===== src/rtl/fp_mul_pkg.sv =====
// Shared types and constants for the pipelined single-precision multiplier.
package fp_mul_pkg;

    localparam int EXP_BIAS = 127;
    localparam int EXP_MAX  = 255;
    localparam logic [31:0] QNAN       = 32'h7FC00000;
    localparam logic [30:0] MAX_FINITE = 31'h7F7FFFFF;

    typedef enum logic [2:0] {
        RNE = 3'd0,
        RTZ = 3'd1,
        RDN = 3'd2,
        RUP = 3'd3,
        RMM = 3'd4
    } rmode_e;

    typedef enum logic [1:0] {
        ZERO = 2'd0,
        NORM = 2'd1,
        INF  = 2'd2,
        NAN  = 2'd3
    } fp_class_e;

    // Normalised operation handed from stage 2 to the rounding stage
    typedef struct packed {
        logic              sign;
        logic signed [9:0] exp;
        logic [23:0]       mant;
        logic              guard;
        logic              sticky;
        fp_class_e         cls;
        rmode_e            mode;
    } s2_payload_t;

    // Encodings above RMM are reserved and behave as round-to-nearest-even
    function automatic rmode_e decode_rmode(input logic [2:0] m);
        return (m > 3'd4) ? RNE : rmode_e'(m);
    endfunction

    // Subnormals are deliberately folded into ZERO (flush-to-zero inputs)
    function automatic fp_class_e classify(input logic [7:0] e, input logic [22:0] f);
        if (e == 8'h00)
            return ZERO;
        else if (e == 8'hFF)
            return (f != 23'd0) ? NAN : INF;
        else
            return NORM;
    endfunction

endpackage


===== src/rtl/fp_round.sv =====
// Combinational rounding, overflow/underflow resolution and IEEE packing.
module fp_round
    import fp_mul_pkg::*;
#(
    parameter logic [31:0] QNAN_VAL = 32'h7FC00000
) (
    input  s2_payload_t p,
    output logic [31:0] z,
    output logic        ovrf,
    output logic        udrf
);

    localparam logic signed [9:0] EXP_OVF = 10'sd255;
    localparam logic signed [9:0] EXP_UNF = 10'sd0;

    logic              inexact;
    logic              round_up;
    logic              to_inf;
    logic [24:0]       sum;
    logic [22:0]       frac_r;
    logic signed [9:0] exp_r;

    // Round the 24-bit significand, then resolve the final encoding and flags
    always_comb begin
        inexact  = p.guard | p.sticky;
        round_up = 1'b0;
        to_inf   = 1'b1;
        z        = 32'd0;
        ovrf     = 1'b0;
        udrf     = 1'b0;

        case (p.mode)
            RTZ:     round_up = 1'b0;
            RDN:     round_up = p.sign & inexact;
            RUP:     round_up = ~p.sign & inexact;
            RMM:     round_up = p.guard;
            default: round_up = p.guard & (p.sticky | p.mant[0]);
        endcase

        // Whether an overflow saturates to infinity or to the largest finite value
        case (p.mode)
            RTZ:     to_inf = 1'b0;
            RDN:     to_inf = p.sign;
            RUP:     to_inf = ~p.sign;
            default: to_inf = 1'b1;
        endcase

        sum = {1'b0, p.mant} + {24'd0, round_up};
        // A carry out means the significand rolled over to 1.000..0
        if (sum[24]) begin
            frac_r = sum[23:1];
            exp_r  = p.exp + 10'sd1;
        end else begin
            frac_r = sum[22:0];
            exp_r  = p.exp;
        end

        case (p.cls)
            NAN: begin
                z    = QNAN_VAL;
                ovrf = 1'b1;
            end
            INF: begin
                z    = {p.sign, 8'hFF, 23'd0};
                ovrf = 1'b1;
            end
            ZERO: begin
                z    = {p.sign, 31'd0};
                udrf = 1'b1;
            end
            default: begin
                if (exp_r >= EXP_OVF) begin
                    z    = to_inf ? {p.sign, 8'hFF, 23'd0} : {p.sign, MAX_FINITE};
                    ovrf = 1'b1;
                end else if (exp_r <= EXP_UNF) begin
                    z    = {p.sign, 31'd0};
                    udrf = 1'b1;
                end else begin
                    z    = {p.sign, exp_r[7:0], frac_r};
                end
            end
        endcase
    end

endmodule


===== src/rtl/fp_mul_pipe.sv =====
// Three-stage pipelined IEEE-754 single-precision multiplier:
// unpack/multiply -> normalise -> round/pack, one operation per cycle.
module fp_mul_pipe #(
    parameter int          EXP_W = 8,
    parameter int          MAN_W = 23,
    parameter logic [31:0] QNAN  = 32'h7FC00000
) (
    input  logic        clk,
    input  logic        rst,
    input  logic        in_valid,
    input  logic [2:0]  r_mode,
    input  logic [31:0] fp_X,
    input  logic [31:0] fp_Y,
    output logic        out_valid,
    output logic [31:0] fp_Z,
    output logic        ovrf,
    output logic        udrf
);
    import fp_mul_pkg::*;

    localparam int SIG_W  = MAN_W + 1;
    localparam int PROD_W = 2 * SIG_W;

    // ---------------- stage 1: unpack, classify, multiply ----------------
    logic [31:0]       op       [2];
    logic [EXP_W-1:0]  op_exp   [2];
    logic [MAN_W-1:0]  op_man   [2];
    logic [SIG_W-1:0]  op_sig   [2];
    fp_class_e         op_cls   [2];

    assign op[0] = fp_X;
    assign op[1] = fp_Y;

    genvar gi;
    generate
        for (gi = 0; gi < 2; gi++) begin : g_op
            assign op_exp[gi] = op[gi][30:23];
            assign op_man[gi] = op[gi][22:0];
            assign op_sig[gi] = {1'b1, op_man[gi]};
            assign op_cls[gi] = classify(op_exp[gi], op_man[gi]);
        end
    endgenerate

    fp_class_e          s1_cls_next;
    logic [PROD_W-1:0]  s1_prod_next;
    logic signed [9:0]  s1_exp_next;

    // Combine operand classes; NaN and inf*0 dominate, then inf, then zero
    always_comb begin
        s1_cls_next = NORM;
        if (op_cls[0] == NAN || op_cls[1] == NAN ||
            (op_cls[0] == INF && op_cls[1] == ZERO) ||
            (op_cls[0] == ZERO && op_cls[1] == INF))
            s1_cls_next = NAN;
        else if (op_cls[0] == INF || op_cls[1] == INF)
            s1_cls_next = INF;
        else if (op_cls[0] == ZERO || op_cls[1] == ZERO)
            s1_cls_next = ZERO;
    end

    assign s1_prod_next = PROD_W'(op_sig[0]) * PROD_W'(op_sig[1]);
    assign s1_exp_next  = $signed({2'b00, op_exp[0]}) + $signed({2'b00, op_exp[1]})
                        - 10'(EXP_BIAS);

    logic               s1_valid_reg;
    logic               s1_sign_reg;
    logic signed [9:0]  s1_exp_reg;
    logic [PROD_W-1:0]  s1_prod_reg;
    fp_class_e          s1_cls_reg;
    rmode_e             s1_mode_reg;

    // Stage-1 valid, cleared by reset so in-flight work is dropped
    always_ff @(posedge clk) begin
        if (rst)
            s1_valid_reg <= 1'b0;
        else
            s1_valid_reg <= in_valid;
    end

    // Stage-1 datapath; the rounding mode is captured alongside the operands
    always_ff @(posedge clk) begin
        if (in_valid) begin
            s1_sign_reg <= fp_X[31] ^ fp_Y[31];
            s1_exp_reg  <= s1_exp_next;
            s1_prod_reg <= s1_prod_next;
            s1_cls_reg  <= s1_cls_next;
            s1_mode_reg <= decode_rmode(r_mode);
        end
    end

    // ---------------- stage 2: normalise ----------------
    s2_payload_t s2_next;
    s2_payload_t s2_reg;
    logic        s2_valid_reg;

    // Product of two [1,2) significands lies in [1,4); bring it back to [1,2)
    always_comb begin
        s2_next.sign = s1_sign_reg;
        s2_next.cls  = s1_cls_reg;
        s2_next.mode = s1_mode_reg;
        if (s1_prod_reg[PROD_W-1]) begin
            s2_next.exp    = s1_exp_reg + 10'sd1;
            s2_next.mant   = s1_prod_reg[47:24];
            s2_next.guard  = s1_prod_reg[23];
            s2_next.sticky = |s1_prod_reg[22:0];
        end else begin
            s2_next.exp    = s1_exp_reg;
            s2_next.mant   = s1_prod_reg[46:23];
            s2_next.guard  = s1_prod_reg[22];
            s2_next.sticky = |s1_prod_reg[21:0];
        end
    end

    // Stage-2 valid
    always_ff @(posedge clk) begin
        if (rst)
            s2_valid_reg <= 1'b0;
        else
            s2_valid_reg <= s1_valid_reg;
    end

    // Stage-2 payload
    always_ff @(posedge clk) begin
        if (s1_valid_reg)
            s2_reg <= s2_next;
    end

    // ---------------- stage 3: round and pack ----------------
    logic [31:0] rnd_z;
    logic        rnd_ovrf;
    logic        rnd_udrf;

    fp_round #(
        .QNAN_VAL (QNAN)
    ) u_round (
        .p    (s2_reg),
        .z    (rnd_z),
        .ovrf (rnd_ovrf),
        .udrf (rnd_udrf)
    );

    logic        out_valid_reg;
    logic [31:0] fp_z_reg;
    logic        ovrf_reg;
    logic        udrf_reg;

    // Output register; results hold between valids, reset value keeps udrf consistent with a zero exponent
    always_ff @(posedge clk) begin
        if (rst) begin
            out_valid_reg <= 1'b0;
            fp_z_reg      <= 32'd0;
            ovrf_reg      <= 1'b0;
            udrf_reg      <= 1'b1;
        end else begin
            out_valid_reg <= s2_valid_reg;
            if (s2_valid_reg) begin
                fp_z_reg <= rnd_z;
                ovrf_reg <= rnd_ovrf;
                udrf_reg <= rnd_udrf;
            end
        end
    end

    assign out_valid = out_valid_reg;
    assign fp_Z      = fp_z_reg;
    assign ovrf      = ovrf_reg;
    assign udrf      = udrf_reg;

endmodule


===== config.mk =====
export PLATFORM = sky130hd
export DESIGN_NAME = fp_mul_pipe
export DESIGN_NICKNAME = d
export VERILOG_FILES = /design/src/rtl/fp_mul_pkg.sv /design/src/rtl/fp_round.sv /design/src/rtl/fp_mul_pipe.sv
export SDC_FILE = /design/constraint.sdc
export NUM_CORES = 2
export LEC_CHECK = 0
export ABC_AREA = 1
export CORE_MARGIN = 4
export CORE_UTILIZATION = 54
export CTS_BUF_LIST = sky130_fd_sc_hd__clkbuf_4 sky130_fd_sc_hd__clkbuf_8
export DETAILED_ROUTE_END_ITERATION = 6
export PLACE_DENSITY = 0.8
export SKIP_CTS_REPAIR_TIMING = 1
export SLEW_MARGIN = 25
export SYNTH_ARGS = -nofsm -noshare
export SYNTH_HDL_FRONTEND = slang
export SYNTH_SLANG_ARGS = --single-unit

===== constraint.sdc =====
create_clock -name clk -period 15 [get_ports clk]
set_input_delay 4.5 -clock clk [delete_from_list [all_inputs] [get_ports clk]]
set_output_delay 4.5 -clock clk [all_outputs]
set_load 0.02 [all_outputs]

==> run_results.csv <==
group,metric,value,unit
run_status,run_status,"finished clean",
global_routing,globalRouteOverflowTotal,0,
die,core.rowCount,81,
clock_network,root_buffer,"clkbuf_8",
global_routing,antenna_found_initial,0,
global_routing,grt_start_max_net_pins,66,
clock_network,clock_tree_from_tritoncts,"done",
sta,timing.final.setup_violations,0,
synth,synth_largest_area_cell,"fa_1",
die,pin_count,105,
sta,period_share,76.1,%
synth,synth_top_area_share,36.3,%
synth,synthesis.area,26600,um^2
sta,total_neg_setup_slack,0,ps
placement,globalplace.congestion,0.955,
detailed_routing,wl_per_cell,15.6,um
clock_network,clk_latency,430,ps
worst_hold_path,min-delay-path-class,"flip-flop to flip-flop",
detailed_routing,route.vias.total,20300,
sta,slew-limit-headroom,23.8,%
global_routing,grt_pass1_wl,105,mm
layout,final_nets,4086,
die,die-height,230,um
sta,tightest_slew,1140,ps
synth,postSynthRegisterBits,143,
clock_network,cts.sinks,143,
global_routing,first_global_vias,21300,
synth,postSynth.asyncResetShare,0,%
layout,final_standard_cell_count_with_taps_included_and_fillers_excluded,4018,
critical_path,crit_type,"input pin to flip-flop",
synth,yosysUniqueCellTypes,54,
placement,detailedPlacementHpwl,49.5,mm
synth,postSynth.topFlopCell,"edfxtp_1",
critical_path,timing.critical_path.to_type,"flip-flop",
detailed_routing,dr.pass1.iters,7,
critical_path,arrival,11610,ps
layout,layout-drive-gt1-share,5.19,%
clock_network,clock_tree.htree_level_count,4,
placement,place_inst,3986,
synth,yosys-top-cells-area,"fa_1 36%, inv_1 14%, edfxtp_1 12%",
synth,synth_edf_count,106,
layout,synthToLayoutAreaGrowth,7.62,%
sta,fin_crit,11420,ps
layout,final_common_cell,"inv_1",
flow_run,drv.max_cap_violation_count,0,
layout,n_antenna_cell,0,
synth,avgSynthCellArea,8.07,um^2
clock_network,cts.clk_slew.worst_paths,80,ps
clock_network,cts.path.max_buffers,2,
clock_network,cts_inserted_buffers,17,
placement,portBuffers,104,
die,die-area,52900,um^2
sta,final.setup_skew,7.56,ps
sta,clock.fmax,0.0876,GHz
sta,final_max_slew_viol_count,0,
synth,synth_fp_nets,4043,
critical_path,critical_path_peak_fanout,24,
sta,rsz_0062_raised_after_global_routing,"false",
detailed_routing,detail_route.wirelength,62.6,mm
layout,largest_register_ffs,48,
synth,number_of_warnings_issued_by_yosys,0,
die,dieWidth,230,um
layout,mostFrequentLayoutCells,"969 x inv_1, 832 x nand2_1, 483 x fa_1",
die,core_area,48800,um^2
die,initial_utilization,54.5,%
synth,synth_sequential_area_ratio,14.7,%
detailed_routing,number_of_nets_with_antenna_violations_after_detailed_routing,0,
global_routing,global_route.usage.total,24.4,%
critical_path,start_kind,"input pin",
detailed_routing,drcViolationCount,0,
detailed_routing,starting_drc_count_in_detailed_routing,1509,
detailed_routing,vias_per_cell,5.06,
critical_path,cp.required,15190,ps
synth,synth_cells,3298,
sta,timing_hold_violations_final,0,
## through the flow
stage	cell area (um^2)	setup WS [ps]	utilization (%)	hold slack [ps]
final	28600	3580	58.6	432
after CTS	28700	3620	58.7	437
after detailed placement	28300	3150	57.9	412
after global placement	28300	3200	57.9	402
after floorplan	26600	4450	-	400
after global routing	28600	3070	58.6	436
## worst paths after layout
kind,from,endpoint,slack (ps),cells past startpoint
worst min-delay path,s1_mode_reg[0],s2_reg[0],430,0
worst max-delay path,fp_Y[3],s1_prod_reg[33],3580,28
worst max register to register,s2_reg[1],fp_Z[25],10990,21
worst min register to register,s1_mode_reg[0],s2_reg[0],430,0
## cells by family (layout without fill, tap and decap cells)
family	Yosys count	count (layout)	share of synthesized area, %
compound gates	196	196	4.49
buf+inv	1094	1150	15.6
xor+xnor	75	75	2.50
flops	143	143	14.7
simple gates	1114	1114	17.3
fa+ha+maj	675	675	45.4
mux	1	1	0.0376
## worst max-delay path, cell delays in order
cell and delay [ps]:
clkdlybuf4s50_1 1200, nand2_1 210, fa_1 590, inv_1 50
fa_1 470, inv_1 50, fa_1 530, inv_1 50
fa_1 500, inv_1 60, fa_1 520, inv_1 50
fa_1 470, inv_1 50, fa_1 470, inv_1 40
ha_1 350, nand2_1 110, nor2_1 190, inv_1 70
o21ai_0 260, nand2_1 90, o211ai_1 130, a21oi_1 100
o21ai_0 270, nand2_1 80, nand2_1 90, xor2_1 60
## area by class of cell
type / instances / area [um^2]
clock buffers: 18 / 241
clock inverters: 14 / 159
fillers: 4332 / 20200
inverters: 977 / 3670
multi-input cells: 2061 / 18500
flip-flops and latches: 143 / 3930
well taps: 664 / 831
repair buffers: 141 / 1280
## per-layer routing
layer  up-vias  GRT usage, %  routed length, um
met3       138          8.08               6980
met4         0          6.52               1790
li1       9605             -                  -
met1      9648          31.6              25300
met2       932          39.6              28500
met5         -             0                  0
## cell usage after synthesis (4+ instances only)
library cell,number
inv_1,969
nand2_1,832
fa_1,483
ha_1,192
nor2_1,116
clkbuf_1,109
edfxtp_1,106
a21oi_1,69
nand3_1,54
xor2_1,53
o21ai_0,51
nand2_2,42
dfxtp_1,37
xnor2_1,21
a21oi_2,20
nor4_1,19
nand4_1,14
a31oi_1,13
nor3_1,11
a21o_1,9
o21ai_2,8
buf_6,6
inv_2,6
o21ai_1,5
nand2_4,4
o21bai_1,4
or2_2,4
Power is not shown: default switching activity piles up to over one toggle a cycle in this logic, so the estimate is an artifact.
